==> src/rtl/traffic_intersection_ctrl_pkg.sv <==
// Shared types for the intersection controller: phase encoding, lamp triple,
// and per-phase duration select.
package traffic_pkg;

  typedef enum logic [2:0] {
    CLR_NS    = 3'd0,
    NS_GREEN  = 3'd1,
    NS_YELLOW = 3'd2,
    CLR_EW    = 3'd3,
    EW_GREEN  = 3'd4,
    EW_YELLOW = 3'd5,
    PED_WALK  = 3'd6,
    FLASH     = 3'd7
  } phase_t;

  typedef struct packed {
    logic red;
    logic yellow;
    logic green;
  } lamp_t;

  localparam lamp_t LAMP_OFF    = 3'b000;
  localparam lamp_t LAMP_RED    = 3'b100;
  localparam lamp_t LAMP_YELLOW = 3'b010;
  localparam lamp_t LAMP_GREEN  = 3'b001;

  // FLASH is untimed; it maps to the clearance length so the load is harmless.
  function automatic int unsigned phase_cycles(
    input phase_t      p,
    input int unsigned ns_green,
    input int unsigned ew_green,
    input int unsigned yellow,
    input int unsigned clear,
    input int unsigned walk
  );
    case (p)
      NS_GREEN:            return ns_green;
      EW_GREEN:            return ew_green;
      NS_YELLOW,
      EW_YELLOW:           return yellow;
      PED_WALK:            return walk;
      default:             return clear;
    endcase
  endfunction

endpackage

==> src/rtl/traffic_intersection_ctrl_phase_timer.sv <==
// Loadable down-counter that stops at zero; done is high while the count is zero.
module phase_timer #(
  parameter int                 TIMER_W   = 8,
  parameter logic [TIMER_W-1:0] RESET_VAL = '0
) (
  input  logic               clk,
  input  logic               reset,
  input  logic               load,
  input  logic [TIMER_W-1:0] load_val,
  output logic               done
);

  logic [TIMER_W-1:0] count;

  always_ff @(posedge clk) begin
    if (reset) begin
      count <= RESET_VAL;
    end else if (load) begin
      count <= load_val;
    end else if (count != '0) begin
      count <= count - 1'b1;
    end
  end

  assign done = (count == '0);

endmodule

==> src/rtl/traffic_intersection_ctrl.sv <==
// Two-road intersection sequencer with clearance, latched pedestrian walk and
// flashing-yellow mode; lamps decode directly from the state register.
module traffic_intersection_ctrl
  import traffic_pkg::*;
#(
  parameter int TIMER_W           = 8,
  parameter int NS_GREEN_CYCLES   = 20,
  parameter int EW_GREEN_CYCLES   = 20,
  parameter int YELLOW_CYCLES     = 4,
  parameter int CLEAR_CYCLES      = 2,
  parameter int WALK_CYCLES       = 10,
  parameter int FLASH_HALF_CYCLES = 8
) (
  input  logic       clk,
  input  logic       reset,
  input  logic       flash_en,
  input  logic       ped_req,
  output logic       ns_red,
  output logic       ns_yellow,
  output logic       ns_green,
  output logic       ew_red,
  output logic       ew_yellow,
  output logic       ew_green,
  output logic       walk,
  output logic       ped_pending,
  output logic [2:0] phase
);

  localparam logic [TIMER_W-1:0] CLEAR_LOAD = TIMER_W'(CLEAR_CYCLES - 1);
  localparam logic [TIMER_W-1:0] FLASH_LOAD = TIMER_W'(FLASH_HALF_CYCLES - 1);

  phase_t             state;
  phase_t             next_state;
  logic               timer_done;
  logic               timer_load;
  logic [TIMER_W-1:0] timer_val;
  logic               flash_done;
  logic               flash_load;
  logic               toggle;
  logic               enter_walk;
  lamp_t              ns_lamp;
  lamp_t              ew_lamp;

  always_comb begin
    next_state = state;
    if (flash_en) begin
      next_state = FLASH;
    end else begin
      case (state)
        CLR_NS:    if (timer_done) next_state = NS_GREEN;
        NS_GREEN:  if (timer_done) next_state = NS_YELLOW;
        NS_YELLOW: if (timer_done) next_state = CLR_EW;
        CLR_EW:    if (timer_done) next_state = EW_GREEN;
        EW_GREEN:  if (timer_done) next_state = EW_YELLOW;
        EW_YELLOW: if (timer_done) next_state = ped_pending ? PED_WALK : CLR_NS;
        PED_WALK:  if (timer_done) next_state = CLR_NS;
        default:   next_state = CLR_NS;
      endcase
    end
  end

  // Every state change reloads the phase timer with the new state's length.
  assign timer_load = (next_state != state);
  assign timer_val  = TIMER_W'(phase_cycles(next_state, NS_GREEN_CYCLES, EW_GREEN_CYCLES,
                                            YELLOW_CYCLES, CLEAR_CYCLES, WALK_CYCLES) - 1);
  assign flash_load = (next_state == FLASH) && ((state != FLASH) || flash_done);
  assign enter_walk = (state == EW_YELLOW) && (next_state == PED_WALK);

  phase_timer #(.TIMER_W(TIMER_W), .RESET_VAL(CLEAR_LOAD)) u_phase_timer (
    .clk      (clk),
    .reset    (reset),
    .load     (timer_load),
    .load_val (timer_val),
    .done     (timer_done)
  );

  phase_timer #(.TIMER_W(TIMER_W), .RESET_VAL('0)) u_flash_timer (
    .clk      (clk),
    .reset    (reset),
    .load     (flash_load),
    .load_val (FLASH_LOAD),
    .done     (flash_done)
  );

  always_ff @(posedge clk) begin
    if (reset) begin
      state       <= CLR_NS;
      ped_pending <= 1'b0;
      toggle      <= 1'b0;
    end else begin
      state       <= next_state;
      ped_pending <= ped_req | (ped_pending & ~enter_walk);
      if (next_state != FLASH) begin
        toggle <= 1'b0;
      end else if (state != FLASH) begin
        toggle <= 1'b1;
      end else if (flash_done) begin
        toggle <= ~toggle;
      end
    end
  end

  always_comb begin
    ns_lamp = LAMP_RED;
    ew_lamp = LAMP_RED;
    walk    = 1'b0;
    case (state)
      NS_GREEN:  ns_lamp = LAMP_GREEN;
      NS_YELLOW: ns_lamp = LAMP_YELLOW;
      EW_GREEN:  ew_lamp = LAMP_GREEN;
      EW_YELLOW: ew_lamp = LAMP_YELLOW;
      PED_WALK:  walk    = 1'b1;
      FLASH: begin
        ns_lamp        = LAMP_OFF;
        ew_lamp        = LAMP_OFF;
        ns_lamp.yellow = toggle;
        ew_lamp.yellow = toggle;
      end
      default: ;
    endcase
  end

  assign ns_red    = ns_lamp.red;
  assign ns_yellow = ns_lamp.yellow;
  assign ns_green  = ns_lamp.green;
  assign ew_red    = ew_lamp.red;
  assign ew_yellow = ew_lamp.yellow;
  assign ew_green  = ew_lamp.green;
  assign phase     = state;

endmodule

==> config.mk <==
export PLATFORM = sky130hd
export DESIGN_NAME = traffic_intersection_ctrl
export DESIGN_NICKNAME = d
export VERILOG_FILES = /design/src/rtl/traffic_intersection_ctrl_pkg.sv /design/src/rtl/traffic_intersection_ctrl_phase_timer.sv /design/src/rtl/traffic_intersection_ctrl.sv
export SDC_FILE = /design/constraint.sdc
export NUM_CORES = 1
export LEC_CHECK = 0
export CAP_MARGIN = 25
export CORE_MARGIN = 1.5
export CORE_UTILIZATION = 54
export DETAILED_ROUTE_END_ITERATION = 10
export PLACE_DENSITY_LB_ADDON = 0.3
export SLEW_MARGIN = 20
export SYNTH_ARGS = -nofsm -noshare
export SYNTH_HDL_FRONTEND = slang
export SYNTH_SLANG_ARGS = --single-unit
==> constraint.sdc <==
create_clock -name clk -period 3.36 [get_ports clk]
set_input_delay 0.84 -clock clk [delete_from_list [all_inputs] [get_ports clk]]
set_output_delay 0.84 -clock clk [all_outputs]
set_load 0.01 [all_outputs]
==> impl_metrics.json, run 1 <==
{
  "clk_latency_ns": 0.31,
  "dp_hpwl_mm": 1.87,
  "yosys_most_used_dff": "dfxtp_1",
  "antenna_found_initial": 0,
  "drc_errors": 0,
  "die_area_sq_um": 2630,
  "place.gp.congestion": 0.815,
  "grt_pass1_vias": 1017,
  "reg2reg_depth": 10,
  "cts.path.max_buffers": 2,
  "crit_buf_inv": 2,
  "p_leak_uw": 0.000542,
  "crit_family": "compound AO/OA/AOI/OAI gates",
  "start_kind": "input port",
  "via_per_inst": 5.86,
  "fp.dieH_um": 51.3,
  "ys_seq_elements": 21,
  "die_x_um": 51.3,
  "rsz0062_at_grt": "no",
  "setup_violations": 0,
  "maxSlewViolCount": 0,
  "hp-start": "u_phase_timer.count[7]",
  "critPathRequiredTime_ns": 3.58,
  "cp.arrival_ns": 3.18,
  "area.growth.synth_to_final_pct": 14.5,
  "io_pins": 15,
  "fin_area_sq_um": 1440,
  "drv_cap": 0,
  "root_buffer": "clkbuf_4",
  "worstHoldPathCells": 1,
  "grt_pass1_wl_mm": 4.34,
  "peakVddDrop_mv": 0.268,
  "pre_cts_slack_ns": 0.123,
  "worstPathMaxFanout": 7,
  "first_iter_violations": 28,
  "final.setup_skew_ns": 0.00835,
  "synth-edff-count": 0,
  "syn_inst": 158,
  "cp_cell_sequence": "clkdlybuf4s50_1 -> and4_1 -> a21oi_4 -> o21ai_0 -> ha_1 -> inv_1 -> a221o_1 -> o31ai_1 -> a32oi_1 -> nor3_1",
  "syn_area_sq_um": 1260,
  "grt_overflow_total": 0,
  "hold_class": "flop to flop",
  "ctsHoldBuffers": 0,
  "fin_ws_ns": 0.403,
  "worstSetupPathType": "input port to flop",
  "r2r-start": "u_phase_timer.count[7]",
  "min_period_ns": 2.96,
  "clkTransAtPathRegs_ns": 0.11,
  "drive_above_1_share_pct": 8.24,
  "yosysSeqAreaShare_pct": 33.4,
  "cp-end-kind": "flop",
  "dr.pass1.iters": 4,
  "ys_types": 48,
  "tightest_slew_ns": 0.688,
  "cts.repair.resized": 0,
  "synth-warning-count": 0,
  "grt_max_degree": 24,
  "ant_nets": 0,
  "outcome": "complete, no violations",
  "async_reset_ff_share_pct": 0,
  "maxSlewHeadroom_pct": 54.1,
  "dr_total_vias": 1161,
  "path_depth": 10,
  "crit_path_start": "flash_en",
  "placed_area_sq_um": 1420,
  "h-tree-depth": 1,
  "port_buffers": 14,
  "finalSetupTns_ns": 0,
  "power_uw": 648,
  "synth.net_count": 164,
  "numClockSinks": 21,
  "rows": 17,
  "cts_setup_buffers": 0,
  "synth_area_per_cell_sq_um": 7.97,
  "finalHoldViolations": 0,
  "period_share_pct": 88.0,
  "cts_tree": "yes",
  "slowest_stage": "clkdlybuf4s50_1",
  "timing.fmax_ghz": 0.338,
  "pwr_density_cell_nw_per_um2": 449,
  "cts-buffers-inserted": 3,
  "gr-usage-all-layers_pct": 21.6,
  "routedWlPerCell_um": 13.1,
  "slowest_delay_ns": 0.59,
  "diodes": 0,
  "drt-total-wl_mm": 2.59,
  "core_area_sq_um": 2210,
  "nets": 177,
  "start_util_pct": 57.0
}
[power by group]
| group | internal [uW] | switching, uW |
|---|---|---|
| clock network | 44.5 | 79.6 |
| registers | 275 | 32.8 |
| logic | 103 | 113 |
[logic make-up after synthesis]
group                    synth area share (%)
buffers and inverters                    5.16
adder cells (fa/ha/maj)                  1.99
AO/OA/AOI/OAI                            22.6
AND/OR/NAND/NOR                          28.2
multiplexers                             2.38
XOR/XNOR                                 6.26
flip-flops                               33.4
[layout by cell type (no fill, tap or decap), types with 3 or more instances in the layout]
cell type        count
dfxtp_1             21
o21ai_0              6
or3_1                3
inv_1                6
nor2_1              20
nand3_1              4
xnor2_1              6
nand2b_1             3
mux2i_1              3
nand2_1             12
clkdlybuf4s50_1     14
xor2_1               3
nor2b_1              3
nor3_1               6
buf_4                3
a21oi_1             15
clkbuf_4             3
[sequential cells by signal (all words and copies together), names as in the netlist]
| register | cells |
|---|---|
| phase | 3 |
| ped_pending | 1 |
| toggle | 1 |
| u_flash_timer.count | 8 |
| u_phase_timer.count | 8 |
[cells in the mapped netlist (all sizes together) (3+ instances only)]
master   n  area [sq um]
nand2b   3          18.8
inv      6          22.5
o21ai    7          38.8
mux2i    3          30.0
nor3     6          30.0
nor2    20          75.1
dfxtp   21           420
nor2b    3          18.8
buf      3          20.0
xor2     3          26.3
nand2   12          45.0
a21oi   16          91.3
a31oi    3          25.0
clkbuf   6          22.5
or3      3          18.8
nand3    4          20.0
xnor2    6          52.6
a211oi   3          27.5
[per-layer routing]
layer | track usage (%) | share of wire [%] | vias to the layer above
li1 | - | - | 586
met1 | 26.6 | 45 | 535
met2 | 36.4 | 48 | 36
met3 | 4.39 | 5.0 | 4
met4 | 9.65 | 1.5 | 0
met5 | 0 | 0 | -
[stage by stage]
step	cells	util (%)	hold WS [ns]
after floorplan	158	-	0.428
after global placement	194	64.0	0.431
after detailed placement	194	64.0	0.437
after CTS	198	65.2	0.453
after global routing	198	65.2	0.466
final	198	65.2	0.451
[worst paths after layout]
path	to	slack, ns
setup / recovery	u_phase_timer.count[6]	0.40
hold / removal	u_phase_timer.count[7]	0.45
hold reg to reg	u_phase_timer.count[7]	0.45
setup reg to reg	u_phase_timer.count[6]	0.42
[area by class of cell]
cell class              instances  area, sq um
multi-input cells             122          774
clock inverters                 1         5.00
flip-flops and latches         21          420
well taps                      28         35.0
clock buffers                   3         22.5
fillers                       185          769
inverters                       6         22.5
repair buffers                 17          163
Power figures use the tool's default switching activity.
==> inputs of run 2 (changes only) <==
CORE_UTILIZATION = 56   (was 54)
SYNTH_HIERARCHICAL = 1   (was default)
==> run 2 against run 1 <==
  * Count of clock-buffer cells in the layout unchanged
  * Non-clock buffer count unchanged
  * Setup slack better by 0.12 ns
  * Utilization up 0.69 points
  * Register-to-register slack better by 0.27 ns
  * First-iteration DRC count down 21%
  * Power up 15%
  * Sequential power up 9.1%
  * Highest routed layer unchanged
==> impl_metrics.json, run 2 <==
{
  "grt_pass1_vias": 1124,
  "syn_area_sq_um": 1470,
  "nets": 202,
  "drive_above_1_share_pct": 9.28,
  "numClockSinks": 21,
  "p_sw_uw": 273,
  "port_buffers": 14,
  "first_iter_violations": 22,
  "cts_setup_buffers": 0,
  "syn_inst": 177,
  "period_share_pct": 84.4,
  "p_clk_share_pct": 16.6,
  "ctsHoldBuffers": 0,
  "tightest_slew_ns": 0.635,
  "cp-end-kind": "primary output",
  "clk_latency_ns": 0.30,
  "synth-edff-count": 0,
  "final.setup_skew_ns": 0.00785,
  "async_reset_ff_share_pct": 0,
  "h-tree-depth": 1,
  "cts.repair.resized": 0,
  "critPathRequiredTime_ns": 2.52,
  "dp_hpwl_mm": 2.11,
  "ys_seq_elements": 21,
  "drt-total-wl_mm": 2.86,
  "worstSetupPathType": "flop to primary output",
  "finalHoldViolations": 0,
  "drc_errors": 0,
  "io_pins": 15,
  "cts_tree": "yes",
  "maxSlewHeadroom_pct": 57.6,
  "core_area_sq_um": 2480,
  "yosys_most_used_dff": "dfxtp_1",
  "yosysTopAreaCell": "dfxtp_1",
  "final_cell_mix": "21 x dfxtp_1, 18 x nand2_1, 15 x a21oi_1",
  "final-instance-count-excl-fill": 224,
  "yosys-top-cells-count": "21 x dfxtp_1, 18 x nand2_1, 15 x a21oi_1, 10 x inv_1",
  "gr-usage-all-layers_pct": 22.9,
  "slowest_stage": "dfxtp_1",
  "cp_cell_sequence": "nand3_1 -> o21a_1 -> clkdlybuf4s50_1",
  "setup_violations": 0,
  "comb_power_share_pct": 38.3,
  "worstPathMaxFanout": 17,
  "final_common_cell": "dfxtp_1",
  "via_per_inst": 5.64,
  "cp.arrival_ns": 2.00,
  "switching_share_pct": 36.8,
  "place.gp.congestion": 0.714,
  "min_period_ns": 2.84,
  "synth_area_per_cell_sq_um": 8.28,
  "p_int_uw": 469,
  "rsz0062_at_grt": "no",
  "timing.fmax_ghz": 0.353,
  "crit_family": "flip-flops",
  "dr_total_vias": 1263,
  "p_leak_uw": 0.000636,
  "ant_nets": 0,
  "fp.dieH_um": 54.2,
  "crit_buf_inv": 1,
  "start_util_pct": 59.2,
  "grt_overflow_total": 0,
  "hold_class": "flop to flop",
  "grt_max_degree": 19,
  "placedCellCount": 220,
  "synth.area.top_cells": "dfxtp_1 29%, xnor2_1 5.4%, a21oi_1 5.1%, o32ai_1 4.8%, nand2_1 4.6%",
  "start_kind": "flop",
  "yosysSeqAreaShare_pct": 28.7,
  "rows": 18,
  "ys_types": 45,
  "yosysMostFrequentCell": "dfxtp_1",
  "cts.path.max_buffers": 2,
  "routedWlPerCell_um": 12.8,
  "clkTransAtPathRegs_ns": 0.12,
  "synth_top_area_share_pct": 28.7,
  "pwr_density_cell_nw_per_um2": 455,
  "peakVddDrop_mv": 0.347,
  "die_x_um": 54.2,
  "finalSetupTns_ns": 0,
  "maxSlewViolCount": 0,
  "seqPwrFrac_pct": 45.1,
  "antenna_found_initial": 0,
  "grt_pass1_wl_mm": 5.04,
  "area.growth.synth_to_final_pct": 11.3,
  "diodes": 0,
  "drv_cap": 0,
  "synth-warning-count": 6,
  "root_buffer": "clkbuf_4",
  "outcome": "complete, no violations",
  "slowest_delay_ns": 0.75,
  "cts-buffers-inserted": 3,
  "dr.pass1.iters": 4,
  "die_area_sq_um": 2930,
  "holdWs_ns": 0.578,
  "n_fill_cell": 234
}
[run 2: worst paths after layout]
kind | start | endpoint | slack [ns] | cells after the start
worst min register to register | ped_pending | ped_pending | 0.58 | 2
worst max-delay path | phase[0] | ns_red | 0.52 | 3
worst max register to register | u_phase_timer/count[3] | u_phase_timer/count[7] | 0.69 | 11
worst min-delay path | ped_pending | ped_pending | 0.58 | 2
[run 2: tightest hold or removal path: stages (launching register included)]
cell	delay, ns
dfxtp_1	0.37
a21oi_1	0.13
nor2_1	0.05
[run 2: power by group through the flow]
| stage | Combinational [uW] | Clock, uW | Sequential (uW) |
|---|---|---|---|
| 6_report | 285 | 123 | 335 |
| 2_1_floorplan | 242 | 0 | 324 |
| 3_3_place_gp | 273 | 0 | 337 |
| 5_1_grt | 319 | 134 | 341 |
| 4_1_cts | 285 | 126 | 334 |
| 3_5_place_dp | 283 | 0 | 340 |
[run 2: cell type report]
class	count	area [sq um]	share of cell area, %
inverter	11	41.3	2.53
clock buffer	3	22.5	1.38
multi-input combinational	141	943	57.8
timing repair buffer	17	163	9.96
sequential	21	420	25.7
tap	30	37.5	2.30
clock inverter	1	5.00	0.307
[run 2: cell families after synthesis]
family | Yosys count | synth area share, %
AO/OA/AOI/OAI | 44 | 21.3
buffers and inverters | 23 | 9.04
AND/OR/NAND/NOR | 69 | 28.7
flip-flops | 21 | 28.7
multiplexers | 3 | 2.05
other | 2 | 0.512
adder cells (fa/ha/maj) | 3 | 2.56
XOR/XNOR | 12 | 7.17
[run 2: per-layer routing]
layer  global-route usage [%]  vias to the layer above  wire length (um)
li1                         -                      646                 -
met1                     32.7                      595              1330
met2                     36.7                       20              1450
met3                     2.50                        2                80
met4                     5.00                        0                10
met5                        0                        -                 0
[run 2: per-stage QoR]
stage | setup WS (ns) | cell area [sq um] | total power [uW] | utilization, %
6_report | 0.524 | 1630 | 743 | 65.9
5_1_grt | 0.399 | 1630 | 794 | 65.9
4_1_cts | 0.527 | 1630 | 745 | 65.9
3_5_place_dp | 0.728 | 1610 | 623 | 64.8
3_3_place_gp | 0.810 | 1610 | 610 | 64.8
2_1_floorplan | 1.05 | 1500 | 565 | -
==> inputs of run 3 (changes only) <==
clock period = 2.8 ns   (was 3.36 ns; I/O delays follow)
==> run 3 against run 2 <==
  * Setup slack worse by 0.35 ns
  * Sequential power up 19%
  * Sequential cell count unchanged
  * Clock power is 24% higher
  * Non-clock buffer count up 3
  * Count of clock-buffer cells in the layout stayed put
  * Routed wire length increased by 5.3%
  * Global-route usage decreased by 0.66 points
  * Power rose by 22%
  * Utilization rose by 0.96 points
  * First-iteration DRC count decreased by 32%
  * Sequential share of layout area shrank 0.29 points
  * Critical path type unchanged
  * Critical endpoint unchanged
  * Largest cell class unchanged
  * Largest power group unchanged
  * Highest routed layer is now met3
==> impl_metrics.json, run 3 (synthesis gave the netlist of run 2 again) <==
{
  "outcome": "complete, no violations",
  "start_kind": "flop",
  "placedCellCount": 223,
  "first_iter_violations": 15,
  "h-tree-depth": 1,
  "final_common_cell": "dfxtp_1",
  "slowest_delay_ns": 0.67,
  "port_buffers": 14,
  "drv_cap": 0,
  "tightest_slew_ns": 0.513,
  "place.gp.congestion": 0.776,
  "final.setup_skew_ns": 0.00710,
  "final-instance-count-excl-fill": 227,
  "period_share_pct": 93.8,
  "critPathRequiredTime_ns": 2.10,
  "diodes": 0,
  "p_leak_uw": 0.000648,
  "via_per_inst": 5.51,
  "worstSetupPathType": "flop to primary output",
  "p_int_uw": 568,
  "fin_util_pct": 66.9,
  "clkTransAtPathRegs_ns": 0.13,
  "cts_tree": "yes",
  "rows": 18,
  "gr-usage-all-layers_pct": 22.2,
  "finalHoldViolations": 0,
  "routedWlPerCell_um": 13.3,
  "dp_hpwl_mm": 2.20,
  "antenna_found_initial": 0,
  "numClockSinks": 21,
  "root_buffer": "clkbuf_4",
  "ant_nets": 0,
  "rsz0062_at_grt": "no",
  "worstPathMaxFanout": 18,
  "area.growth.synth_to_final_pct": 13.0,
  "grt_overflow_total": 0,
  "cts.path.max_buffers": 2,
  "dr_total_vias": 1251,
  "ctsHoldBuffers": 0,
  "die_x_um": 54.2,
  "comb_power_share_pct": 39.0,
  "power_uw": 904,
  "grt_pass1_vias": 1125,
  "dr.pass1.iters": 4,
  "grt_pass1_wl_mm": 4.86,
  "seqPwrFrac_pct": 44.1,
  "switching_share_pct": 37.2,
  "cp.arrival_ns": 1.93,
  "cts-buffers-inserted": 3,
  "hold_class": "flop to flop",
  "start_util_pct": 59.2,
  "grt_max_degree": 19,
  "maxSlewViolCount": 0,
  "n_fill_cell": 213,
  "timing.fmax_ghz": 0.381,
  "min_period_ns": 2.63,
  "p_sw_uw": 336,
  "finalSetupTns_ns": 0,
  "fp.dieH_um": 54.2,
  "die_area_sq_um": 2930,
  "pwr_density_cell_nw_per_um2": 546,
  "peakVddDrop_mv": 0.381,
  "io_pins": 15,
  "drc_errors": 0,
  "final_cell_mix": "20 x dfxtp_1, 18 x nand2_1, 15 x a21oi_1",
  "cp-end-kind": "primary output",
  "p_clk_share_pct": 16.9,
  "maxSlewHeadroom_pct": 65.7,
  "setup_violations": 0,
  "cp_cell_sequence": "nand3_1 -> o21a_1 -> clkdlybuf4s50_1",
  "cts_setup_buffers": 0,
  "slowest_stage": "dfxtp_1",
  "nets": 205,
  "drt-total-wl_mm": 3.01,
  "drive_above_1_share_pct": 11.7,
  "core_area_sq_um": 2480,
  "clk_latency_ns": 0.31,
  "cts.repair.resized": 0
}
-- run 3: final timing paths --
check                              start                      to  slack, ns  cells after the start
setup / recovery                phase[2]                  ns_red       0.17                      3
setup reg to reg  u_phase_timer/count[3]  u_phase_timer/count[7]       0.33                     11
hold reg to reg              ped_pending             ped_pending       0.57                      2
hold / removal               ped_pending             ped_pending       0.57                      2
-- run 3: per-layer routing --
metal | GRT usage, % | vias up | share of wire, % | routed length [um]
li1 | - | 655 | - | -
met1 | 27.9 | 588 | 48 | 1440
met2 | 39.6 | 8 | 51 | 1530
met3 | 3.33 | 0 | 1.5 | 44
met4 | 5.00 | 0 | 0 | 0
met5 | 0 | - | 0 | 0
-- run 3: power by group through the flow --
stage / sequential, uW / combinational, uW / clock, uW
3_3_place_gp: 399 / 335 / 0
2_1_floorplan: 389 / 290 / 0
5_1_grt: 404 / 390 / 170
4_1_cts: 396 / 352 / 155
3_5_place_dp: 403 / 349 / 0
6_report: 398 / 353 / 153
-- run 3: worst max-delay path, delay by kind of cell, from the launching register on --
| kind | cells | cell delay (ns) |
|---|---|---|
| compound gates | 1 | 0.19 |
| buf+inv | 1 | 0.47 |
| flops | 1 | 0.67 |
| simple gates | 1 | 0.29 |
-- run 3: area by class of cell --
| class | count | area (sq um) | share of cell area (%) |
|---|---|---|---|
| Clock inverter | 1 | 5.00 | 0.302 |
| Timing Repair Buffer | 20 | 185 | 11.2 |
| Multi-Input combinational cell | 141 | 943 | 56.9 |
| Tap cell | 30 | 37.5 | 2.27 |
| Inverter | 11 | 41.3 | 2.49 |
| Clock buffer | 3 | 22.5 | 1.36 |
| Sequential cell | 21 | 422 | 25.5 |
-- run 3: metrics by stage --
stage,instance area [sq um],hold slack [ns],worst slack [ns]
after floorplan,1500,0.545,0.492
after global placement,1630,0.546,0.339
after detailed placement,1630,0.545,0.235
after CTS,1660,0.566,0.0835
after global routing,1660,0.628,0.0370
final,1660,0.570,0.173
